$ cat src/rtl/butterfly_lane_ingress_ctrl.sv
// butterfly_lane_ingress_ctrl: splits the packed upstream complex stream into
// per-lane elastic FIFOs, frames it against a configured beat count, and
// double-buffers the broadcast butterfly coefficient set.
module butterfly_lane_ingress_ctrl #(
    parameter int unsigned data_width     = 16,
    parameter int unsigned num_lanes      = 4,
    parameter int unsigned bu_parallelism = 4,
    parameter int unsigned fifo_depth     = 4,
    parameter int unsigned len_width      = 16
) (
    input  logic                                    clk,
    input  logic                                    rst_n,
    input  logic                                    cfg_vld,
    input  logic [len_width-1:0]                    length,
    input  logic [num_lanes-1:0]                    lane_mask,
    input  logic [4*data_width*bu_parallelism-1:0]  coef_in,
    input  logic                                    coef_vld,
    input  logic                                    up_vld,
    input  logic [2*data_width*num_lanes-1:0]       up_dat,
    output logic                                    up_rdy,
    output logic [num_lanes-1:0]                    dn_vld,
    output logic [2*data_width*num_lanes-1:0]       dn_dat,
    output logic [num_lanes-1:0]                    dn_last,
    input  logic [num_lanes-1:0]                    dn_rdy,
    output logic [4*data_width*bu_parallelism-1:0]  coef_active,
    output logic                                    coef_active_vld,
    output logic                                    frame_start,
    output logic                                    frame_done,
    output logic                                    busy
);

    localparam int unsigned LANE_W = 2 * data_width;
    localparam int unsigned COEF_W = 4 * data_width * bu_parallelism;
    localparam int unsigned PTR_W  = (fifo_depth > 1) ? $clog2(fifo_depth) : 1;
    localparam int unsigned CNT_W  = PTR_W + 1;

    typedef enum logic [1:0] {
        ST_IDLE  = 2'd0,
        ST_RUN   = 2'd1,
        ST_DRAIN = 2'd2
    } state_e;

    // One FIFO entry: lane payload plus end-of-frame marker.
    typedef struct packed {
        logic              last;
        logic [LANE_W-1:0] data;
    } entry_t;

    state_e               state_q, state_d;
    logic [len_width-1:0] len_q, len_d;
    logic [len_width-1:0] beat_cnt_q, beat_cnt_d;
    logic [num_lanes-1:0] mask_q, mask_d;
    logic [COEF_W-1:0]    shadow_q, shadow_d;
    logic                 shadow_pending_q, shadow_pending_d;
    logic [COEF_W-1:0]    coef_active_q, coef_active_d;
    logic                 coef_active_vld_q, coef_active_vld_d;
    logic                 frame_start_q, frame_start_d;
    logic                 frame_done_q, frame_done_d;

    logic [num_lanes-1:0] fifo_full_c;
    logic [num_lanes-1:0] fifo_empty_c;
    logic                 all_empty_c;
    logic                 up_rdy_c;
    logic                 accept_c;
    logic                 push_last_c;

    // Drain completes once every enabled lane FIFO has emptied.
    assign all_empty_c = &(~mask_q | fifo_empty_c);

    // FSM state register.
    always_ff @(posedge clk or negedge rst_n) begin
        if (!rst_n) begin
            state_q <= ST_IDLE;
        end else begin
            state_q <= state_d;
        end
    end

    // Frame configuration, beat counter, coefficient and event-pulse registers.
    always_ff @(posedge clk or negedge rst_n) begin
        if (!rst_n) begin
            len_q             <= '0;
            beat_cnt_q        <= '0;
            mask_q            <= '0;
            shadow_q          <= '0;
            shadow_pending_q  <= 1'b0;
            coef_active_q     <= '0;
            coef_active_vld_q <= 1'b0;
            frame_start_q     <= 1'b0;
            frame_done_q      <= 1'b0;
        end else begin
            len_q             <= len_d;
            beat_cnt_q        <= beat_cnt_d;
            mask_q            <= mask_d;
            shadow_q          <= shadow_d;
            shadow_pending_q  <= shadow_pending_d;
            coef_active_q     <= coef_active_d;
            coef_active_vld_q <= coef_active_vld_d;
            frame_start_q     <= frame_start_d;
            frame_done_q      <= frame_done_d;
        end
    end

    // Next-state, upstream handshake and coefficient swap decisions.
    always_comb begin
        state_d           = state_q;
        len_d             = len_q;
        beat_cnt_d        = beat_cnt_q;
        mask_d            = mask_q;
        shadow_d          = shadow_q;
        shadow_pending_d  = shadow_pending_q;
        coef_active_d     = coef_active_q;
        coef_active_vld_d = 1'b0;
        frame_start_d     = 1'b0;
        frame_done_d      = 1'b0;
        up_rdy_c          = 1'b0;
        accept_c          = 1'b0;
        push_last_c       = 1'b0;

        // The swap below reads the old shadow, so a same-cycle load survives as pending.
        if (coef_vld) begin
            shadow_d         = coef_in;
            shadow_pending_d = 1'b1;
        end

        unique case (state_q)
            ST_IDLE: begin
                if (cfg_vld && (length != '0)) begin
                    len_d         = length;
                    mask_d        = lane_mask;
                    beat_cnt_d    = '0;
                    frame_start_d = 1'b1;
                    state_d       = ST_RUN;
                    if (shadow_pending_q) begin
                        coef_active_d     = shadow_q;
                        coef_active_vld_d = 1'b1;
                        shadow_pending_d  = coef_vld;
                    end
                end
            end
            ST_RUN: begin
                up_rdy_c = &(~(mask_q & fifo_full_c));
                accept_c = up_vld && up_rdy_c;
                if (accept_c) begin
                    beat_cnt_d = beat_cnt_q + len_width'(1);
                    if (beat_cnt_q == (len_q - len_width'(1))) begin
                        push_last_c = 1'b1;
                        state_d     = ST_DRAIN;
                    end
                end
            end
            ST_DRAIN: begin
                if (all_empty_c) begin
                    frame_done_d = 1'b1;
                    state_d      = ST_IDLE;
                end
            end
            default: begin
                state_d = ST_IDLE;
            end
        endcase
    end

    // Per-lane elastic FIFOs; full is taken from the count register only.
    for (genvar g = 0; g < num_lanes; g++) begin : g_lane
        entry_t           mem_q [fifo_depth];
        logic [PTR_W-1:0] wr_ptr_q;
        logic [PTR_W-1:0] rd_ptr_q;
        logic [CNT_W-1:0] cnt_q;
        logic             push_c;
        logic             pop_c;
        entry_t           wr_entry_c;
        entry_t           head_c;

        assign fifo_full_c[g]  = (cnt_q == CNT_W'(fifo_depth));
        assign fifo_empty_c[g] = (cnt_q == '0);
        assign push_c          = accept_c & mask_q[g];
        assign pop_c           = dn_vld[g] & dn_rdy[g];
        assign wr_entry_c      = {push_last_c, up_dat[g*LANE_W +: LANE_W]};
        assign head_c          = mem_q[rd_ptr_q];

        assign dn_vld[g]                   = ~fifo_empty_c[g] & mask_q[g];
        assign dn_last[g]                  = dn_vld[g] & head_c.last;
        assign dn_dat[g*LANE_W +: LANE_W]  = dn_vld[g] ? head_c.data : '0;

        // Pointer and occupancy tracking; pointers wrap naturally at the depth.
        always_ff @(posedge clk or negedge rst_n) begin
            if (!rst_n) begin
                wr_ptr_q <= '0;
                rd_ptr_q <= '0;
                cnt_q    <= '0;
            end else begin
                if (push_c) begin
                    wr_ptr_q <= wr_ptr_q + PTR_W'(1);
                end
                if (pop_c) begin
                    rd_ptr_q <= rd_ptr_q + PTR_W'(1);
                end
                cnt_q <= cnt_q + CNT_W'(push_c) - CNT_W'(pop_c);
            end
        end

        // Storage array; contents are masked at the output while empty.
        always_ff @(posedge clk) begin
            if (push_c) begin
                mem_q[wr_ptr_q] <= wr_entry_c;
            end
        end
    end

    assign up_rdy          = up_rdy_c;
    assign coef_active     = coef_active_q;
    assign coef_active_vld = coef_active_vld_q;
    assign frame_start     = frame_start_q;
    assign frame_done      = frame_done_q;
    assign busy            = (state_q != ST_IDLE);

endmodule

$ cat config.mk
export PLATFORM = sky130hd
export DESIGN_NAME = butterfly_lane_ingress_ctrl
export DESIGN_NICKNAME = d
export VERILOG_FILES = /design/src/rtl/butterfly_lane_ingress_ctrl.sv
export SDC_FILE = /design/constraint.sdc
export NUM_CORES = 1
export LEC_CHECK = 0
export ABC_CLOCK_PERIOD_IN_PS = 5080
export CAP_MARGIN = 25
export CORE_AREA = 8 8 311 313
export DETAILED_ROUTE_END_ITERATION = 16
export DIE_AREA = 0 0 319 321
export GPL_TIMING_DRIVEN = 0
export PLACE_DENSITY_LB_ADDON = 0.12
export SLEW_MARGIN = 20
export SYNTH_ARGS = -nofsm -noshare
export SYNTH_HDL_FRONTEND = slang
export SYNTH_SLANG_ARGS = --single-unit
$ cat constraint.sdc
create_clock -name clk -period 5.08 [get_ports clk]
set_clock_uncertainty 0.15 [all_clocks]
set_input_delay 0.508 -clock clk [delete_from_list [all_inputs] [get_ports clk]]
set_output_delay 0.508 -clock clk [all_outputs]
set_load 0.1 [all_outputs]
### Yosys cells after proc, flatten, opt, wreduce, memory -nomap -nowiden

Memory sizes are Yosys's and may differ from the RTL's.
Cells that the tools add are included.

* flip-flop bits (word level): 582
* latch bits: 0
* bits in writable memories: 528
* ROM bits: 0
* memories: 4

Memories
* g_lane[0].mem_q: words 4, width 33, rd ports 1, clocked after Yosys merged registers in 0, write ports 1, RTL line 166 `entry_t mem_q [fifo_depth];`
* g_lane[1].mem_q: words 4, width 33, rd ports 1, clocked after Yosys merged registers in 0, write ports 1, RTL line 166
* g_lane[2].mem_q: words 4, width 33, rd ports 1, clocked after Yosys merged registers in 0, write ports 1, RTL line 166
* g_lane[3].mem_q: words 4, width 33, rd ports 1, clocked after Yosys merged registers in 0, write ports 1, RTL line 166

* add/sub/neg operators: 18
* multipliers: 0
* divide/modulo/power cells: 0
* magnitude comparators: 0
* eq/ne operators: 11
* shift-type cells: 0
* multiplexer cells: 36
* bitwise operators: 24
* reductions and logical operators: 16

Operators with widths (count)
* 32-bit 2-to-1 mux: 4
* 16-bit 2-to-1 mux: 2
* 16-bit case mux with 2 select lines: 1
* 1-bit 2-to-1 mux: 24
* 16-bit by 1-bit adder with 16-bit output (second input constant): 1
* 2-bit by 1-bit adder with 2-bit output (second input constant): 8
* 1-bit AND: 16
* 16-bit equality test: 1
* 16-bit nonzero test: 1
* 16-bit by 1-bit subtractor with 16-bit output (second input constant): 1
* 3-bit by 1-bit adder with 3-bit output: 4
* 3-bit equality test (second input constant): 4
* 3-bit logical NOT: 4
* 4-bit AND reduction: 3
* 3-bit by 1-bit subtractor with 3-bit output: 4
* 2-bit 2-to-1 mux: 4
* 2-bit inequality test (second input constant): 4
* 4-bit inverter: 2
* 2-bit case mux with 3 select lines: 1
* 3-bit AND reduction: 2
* 4-bit AND: 1
* 1-bit inverter: 4
* 4-bit bitwise OR: 1
* 2-bit nonzero test: 2
* 5 further kinds: 6

### Logic depth before layout (Yosys ltp)

Gate-level depths: netlist of the first run.

* word-level depth: 9
* mapped depth: 11
* mapped depth without buffers: 11

### Worst setup path after synthesis of the first run

No wires, ideal clock.

* path kind: register -> register
* from: register len_q[5]
* to: memory g_lane[0].mem_q[0][32] (netlist bit), data pin
* library setup time: 0.277 ns
* arrival time: 2.784 ns
* data required time: 4.653 ns
* slack: 1.870 ns
* stages on the path, launching flop included: 7
* path buffers: 0
* clock period less this slack: 3.210 ns
* cell sequence: dfrtp_1 or4_4 or4_4 o41ai_2 nand4_1 or4_4 nor2_1

* longest elaborated chain between the ends: 5

Ends and longest elaborated chain
* start, declared: RTL line 50 `logic [len_width-1:0] len_q, len_d;`
* start signal, assigned: RTL line 92 `len_q <= len_d;`
* 16-bit by 1-bit subtractor with 16-bit output: RTL line 146 `if (beat_cnt_q == (len_q - len_width'(1))) begin`
* 16-bit equality test: RTL line 146
* 1-bit 2-to-1 mux: RTL line 146
* 1-bit 2-to-1 mux: RTL line 144 `if (accept_c) begin`
* 1-bit 2-to-1 mux: RTL line 126 `unique case (state_q)`
* via push_last_c: RTL line 65 `logic push_last_c;`
* end, declared: RTL line 166

The timed path passes the listed nets, and every way through them passes these cells.

### Worst setup path in the final report of the first run

* from: register g_lane[1].rd_ptr_q[0]
* to: output port dn_dat[54]

* longest elaborated chain between the ends: 2

Ends and longest elaborated chain
* start, declared: RTL line 168 `logic [PTR_W-1:0] rd_ptr_q;`
* start signal, assigned: RTL line 197 `rd_ptr_q <= rd_ptr_q + PTR_W'(1);`
* memory 4 x 33 bit
* 32-bit 2-to-1 mux: RTL line 184 `assign dn_dat[g*LANE_W +: LANE_W] = dn_vld[g] ? head_c.data : '0;`
* end, declared: RTL line 22 `output logic [2*data_width*num_lanes-1:0] dn_dat,`

Every way passes these cells.

==> results.sh, run 1 <==
export IMPL_status="complete, no violations"
export IMPL_grt_max_degree=106
export IMPL_min_from="length[9]"
export IMPL_cts_buffer_depth=3
export IMPL_grt_usage=0.2460
export IMPL_dr_first_iter_drc_count=1990
export IMPL_dpl_worst_slack_ns=0.8525
export IMPL_rows=112
export IMPL_worstSetupEndpointType="output port"
export IMPL_wl_per_cell_um=24.92
export IMPL_critPathKind="reg -> out"
export IMPL_fmax_ghz=0.2151
export IMPL_r2r_start="mask_q[2]"
export IMPL_place_gp_congestion=0.9077
export IMPL_tritoncts="built"
export IMPL_finalSetupTns_ns=0
export IMPL_final_area_sq_um=57590
export IMPL_worstMarginPinSlew_ns=1.119
export IMPL_numCtsBuffers=115
export IMPL_period_share=0.9150
export IMPL_core_area_sq_um=92210
export IMPL_num_nets_final=4257
export IMPL_leakagePower_nw=22.90
export IMPL_syn_area_per_cell_sq_um=15.09
export IMPL_regArea_sq_um=30420
export IMPL_fin_crit_ns=4.648
export IMPL_clk_latency_ns=0.67
export IMPL_wirelength_um=128200
export IMPL_setup_violations=0
export IMPL_setup_ws_ns=0.4320
export IMPL_worstHoldPathCells=3
export IMPL_synth_fp_nets=3271
export IMPL_regToRegSetupSlack_ns=1.33
export IMPL_cts_hold_buf=1
export IMPL_relSlewSlack=0.2517
export IMPL_hold_violations=0
export IMPL_overflow=0
export IMPL_power_density_nw_per_um2=724.7
export IMPL_synthCells=2828
export IMPL_cts_resized_gates=0
export IMPL_rsz0062_at_grt="false"
export IMPL_ir_worst_vdd_v=0.0005660
export IMPL_cts_root_buf="clkbuf_16"
export IMPL_vias=26710
export IMPL_grt_pass1_vias=29000
export IMPL_r2r_end="g_lane[3].cnt_q[2]"
export IMPL_yosys_warnings=0
export IMPL_dp_hpwl_um=95970
export IMPL_die_area_sq_um=102400
export IMPL_dpl_cell_area_sq_um=53690
export IMPL_worstPathArrival_ns=3.99
export IMPL_die_x_um=319
export IMPL_antenna_found_initial=54
export IMPL_path_clk_slew_ns=0.06
export IMPL_dr_pass1_iters=5
export IMPL_cp_max_fo=10
export IMPL_drive_gt1_frac=0.1747
export IMPL_pin_count=810
export IMPL_drv_cap=0
export IMPL_critPathLaunchType="flip-flop"
export IMPL_start_util=0.4627
export IMPL_drc=0
export IMPL_synth_seq_cells=1110
export IMPL_post_cts_setup_buffers=0
export IMPL_critical_path_required_ns=4.42
export IMPL_grt_pass1_wl_um=189800
export IMPL_multiInputGateArea_sq_um=11640
export IMPL_cts_htree_levels=3
export IMPL_yosysUniqueCellTypes=43
export IMPL_io_buffers=808
export IMPL_antenna_left=0
export IMPL_r2r_cells=11
export IMPL_ys_seq_area_frac=0.7130
export IMPL_die_h_um=321
export IMPL_report_final_slew_viol_count=0
export IMPL_via_per_inst=5.194
export IMPL_hold_path_class="in -> reg"
export IMPL_holdPathEnd="len_q[9]"
export IMPL_netlist_area_sq_um=42660
export IMPL_fill_cells=6830
export IMPL_clock_sinks=1110
export IMPL_area_growth_pct=35.00
layer usage:
| metal | global-route usage | wire length (um) | share of wire |
|---|---|---|---|
| met2 | 0.4267 | 65770 | 0.51 |
| met5 | 0 | 223 | 0.0017 |
| met4 | 0.09129 | 4176 | 0.033 |
| met1 | 0.2810 | 47070 | 0.37 |
| met3 | 0.08646 | 10920 | 0.085 |
sequential cells by signal, summed over array words and instances, names as in the netlist:
register / count
beat_cnt_q: 16
state_q: 2
g_lane.cnt_q: 12
frame_done: 1
coef_active: 256
g_lane.wr_ptr_q: 8
shadow_pending_q: 1
g_lane.mem_q: 528
mask_q: 4
shadow_q: 256
g_lane.rd_ptr_q: 8
coef_active_vld: 1
len_q: 16
frame_start: 1
power breakdown:
group	total [mW]	switching (mW)	internal, mW
Sequential	12.3	1.02	11.3
Clock	8.46	3.46	5.00
Combinational	20.9	15.3	5.65
Total	41.7	19.8	22.0
stage by stage:
stage / cells / power [mW] / hold slack [ns] / utilization
finish: 5142 / 41.74 / 0.2855 / 0.6246
global route: 5130 / 43.19 / 0.2691 / 0.6243
CTS: 5105 / 42.09 / 0.2308 / 0.6235
detailed placement: 4892 / 33.51 / 0.2982 / 0.5823
global placement: 4833 / 32.51 / 0.2965 / 0.5666
floorplan: 2828 / 27.19 / 0.06241 / -
layout make-up:
type	count	share of cell area
Multi-Input combinational cell	1553	0.2022
Tap cell	1197	0.02600
Timing Repair Buffer	869	0.1655
Inverter	27	0.001760
Clock buffer	161	0.05648
Sequential cell	1110	0.5282
Antenna cell	36	0.001564
Buffer	138	0.008994
Clock inverter	51	0.009342
kinds of logic after synthesis:
family	after synthesis	synth area share
AOI/OAI and AO/OA	24	0.004047
xor gates and xnor gates	54	0.01109
adders and majority gates	30	0.009502
buffers and inverters	165	0.01452
DFF	1110	0.7130
muxes	413	0.1438
and+or+nand+nor	1032	0.1040
layout by cell type, fill, tap and decap left out, types with 4 or more instances in the layout:
master           count
nor2b_1              4
dfrtp_1            582
o31a_1               4
xnor2_1             34
clkdlybuf4s50_1    784
buf_16              48
edfxtp_1           528
inv_1               26
bufinv_16           11
nand2_1            791
fa_1                 4
a21oi_1              4
and3_2              16
clkinv_2            16
ha_1                26
o21ai_0              5
clkbuf_8            16
mux2_2             279
clkinv_1            18
buf_12              10
nor4_1              11
buf_1               26
nand3_1              6
xor2_1              20
buf_2               23
clkinvlp_4           4
nor4bb_1             4
clkbuf_1           140
and2_1             138
clkbuf_16          117
nand4_1              8
nor2_1              25
nor3_1              10
mux4_2             132
diode_2             36
critical path, cell delays in order, from the launching register on:
cell             delay, ns
dfrtp_1               0.32
clkbuf_1              0.50
buf_1                 0.73
mux4_2                0.60
and2_1                0.19
clkdlybuf4s50_1       0.98
Yosys cell counts:
master	instances	area share
mux2i_1	2	0.00047
a21oi_1	4	0.00047
nor4_1	11	0.0016
clkbuf_1	112	0.0099
o21ai_0	5	0.00059
o21ai_1	1	0.00012
or4b_1	1	0.00023
nor4bb_1	4	0.00094
clkinv_1	1	0.000088
o311ai_0	1	0.00021
or4_1	2	0.00035
buf_1	26	0.0023
edfxtp_1	528	0.37
or4_4	3	0.00079
nand2b_1	3	0.00044
nand3_1	6	0.00070
o31a_1	4	0.00082
o41ai_2	1	0.00038
and2_1	138	0.020
o211ai_1	1	0.00018
mux2_2	279	0.074
nor3_1	10	0.0012
a21o_1	2	0.00035
nor4b_1	1	0.00021
and3_1	18	0.0026
mux4_2	132	0.070
or2_2	1	0.00015
nand4_1	8	0.0012
ha_1	26	0.0076
nor2_1	25	0.0022
xnor2_1	34	0.0070
dfrtp_1	582	0.34
fa_1	4	0.0019
xor2_1	20	0.0041
a211oi_1	1	0.00018
nor3b_1	1	0.00018
a32oi_1	3	0.00062
inv_1	26	0.0023
nand2_1	791	0.070
a31oi_1	1	0.00015
nand3b_1	3	0.00053
nor2b_1	4	0.00059
or3_1	2	0.00029
worst max-delay path by stage:
stage / start / endpoint / slack (ns) / cells past startpoint
2_1_floorplan: len_q[5] / g_lane[0].mem_q[0][32] / 1.87 / 6
3_3_place_gp: rst_n / shadow_q[81] / -21.81 / 1
3_5_place_dp: length[10] / coef_active[240] / 0.85 / 10
4_1_cts: g_lane[1].rd_ptr_q[0] / dn_dat[43] / 0.18 / 5
5_1_grt: g_lane[1].rd_ptr_q[0] / dn_dat[54] / 0.12 / 5
6_report: g_lane[1].rd_ptr_q[0] / dn_dat[54] / 0.43 / 5
Note: power is estimated with default switching activity, not from simulation.
==> inputs of run 2 (changes only) <==
--- a/config.mk
+++ b/config.mk
@@ -5,6 +5,7 @@
 export SDC_FILE = /design/constraint.sdc
 export NUM_CORES = 1
 export LEC_CHECK = 0
+export ABC_AREA = 0
 export ABC_CLOCK_PERIOD_IN_PS = 5080
 export CAP_MARGIN = 25
 export CORE_AREA = 8 8 311 313
==> results of run 2 <==
Same layout as run 1: the final DEF is identical, and so are final timing and power.
==> inputs of run 3 (changes only) <==
--- a/config.mk
+++ b/config.mk
@@ -17,3 +17,4 @@
 export SYNTH_ARGS = -nofsm -noshare
 export SYNTH_HDL_FRONTEND = slang
 export SYNTH_SLANG_ARGS = --single-unit
+export TNS_END_PERCENT = 20
==> results of run 3 <==
Same layout as run 1: the final DEF is identical, and so are final timing and power.
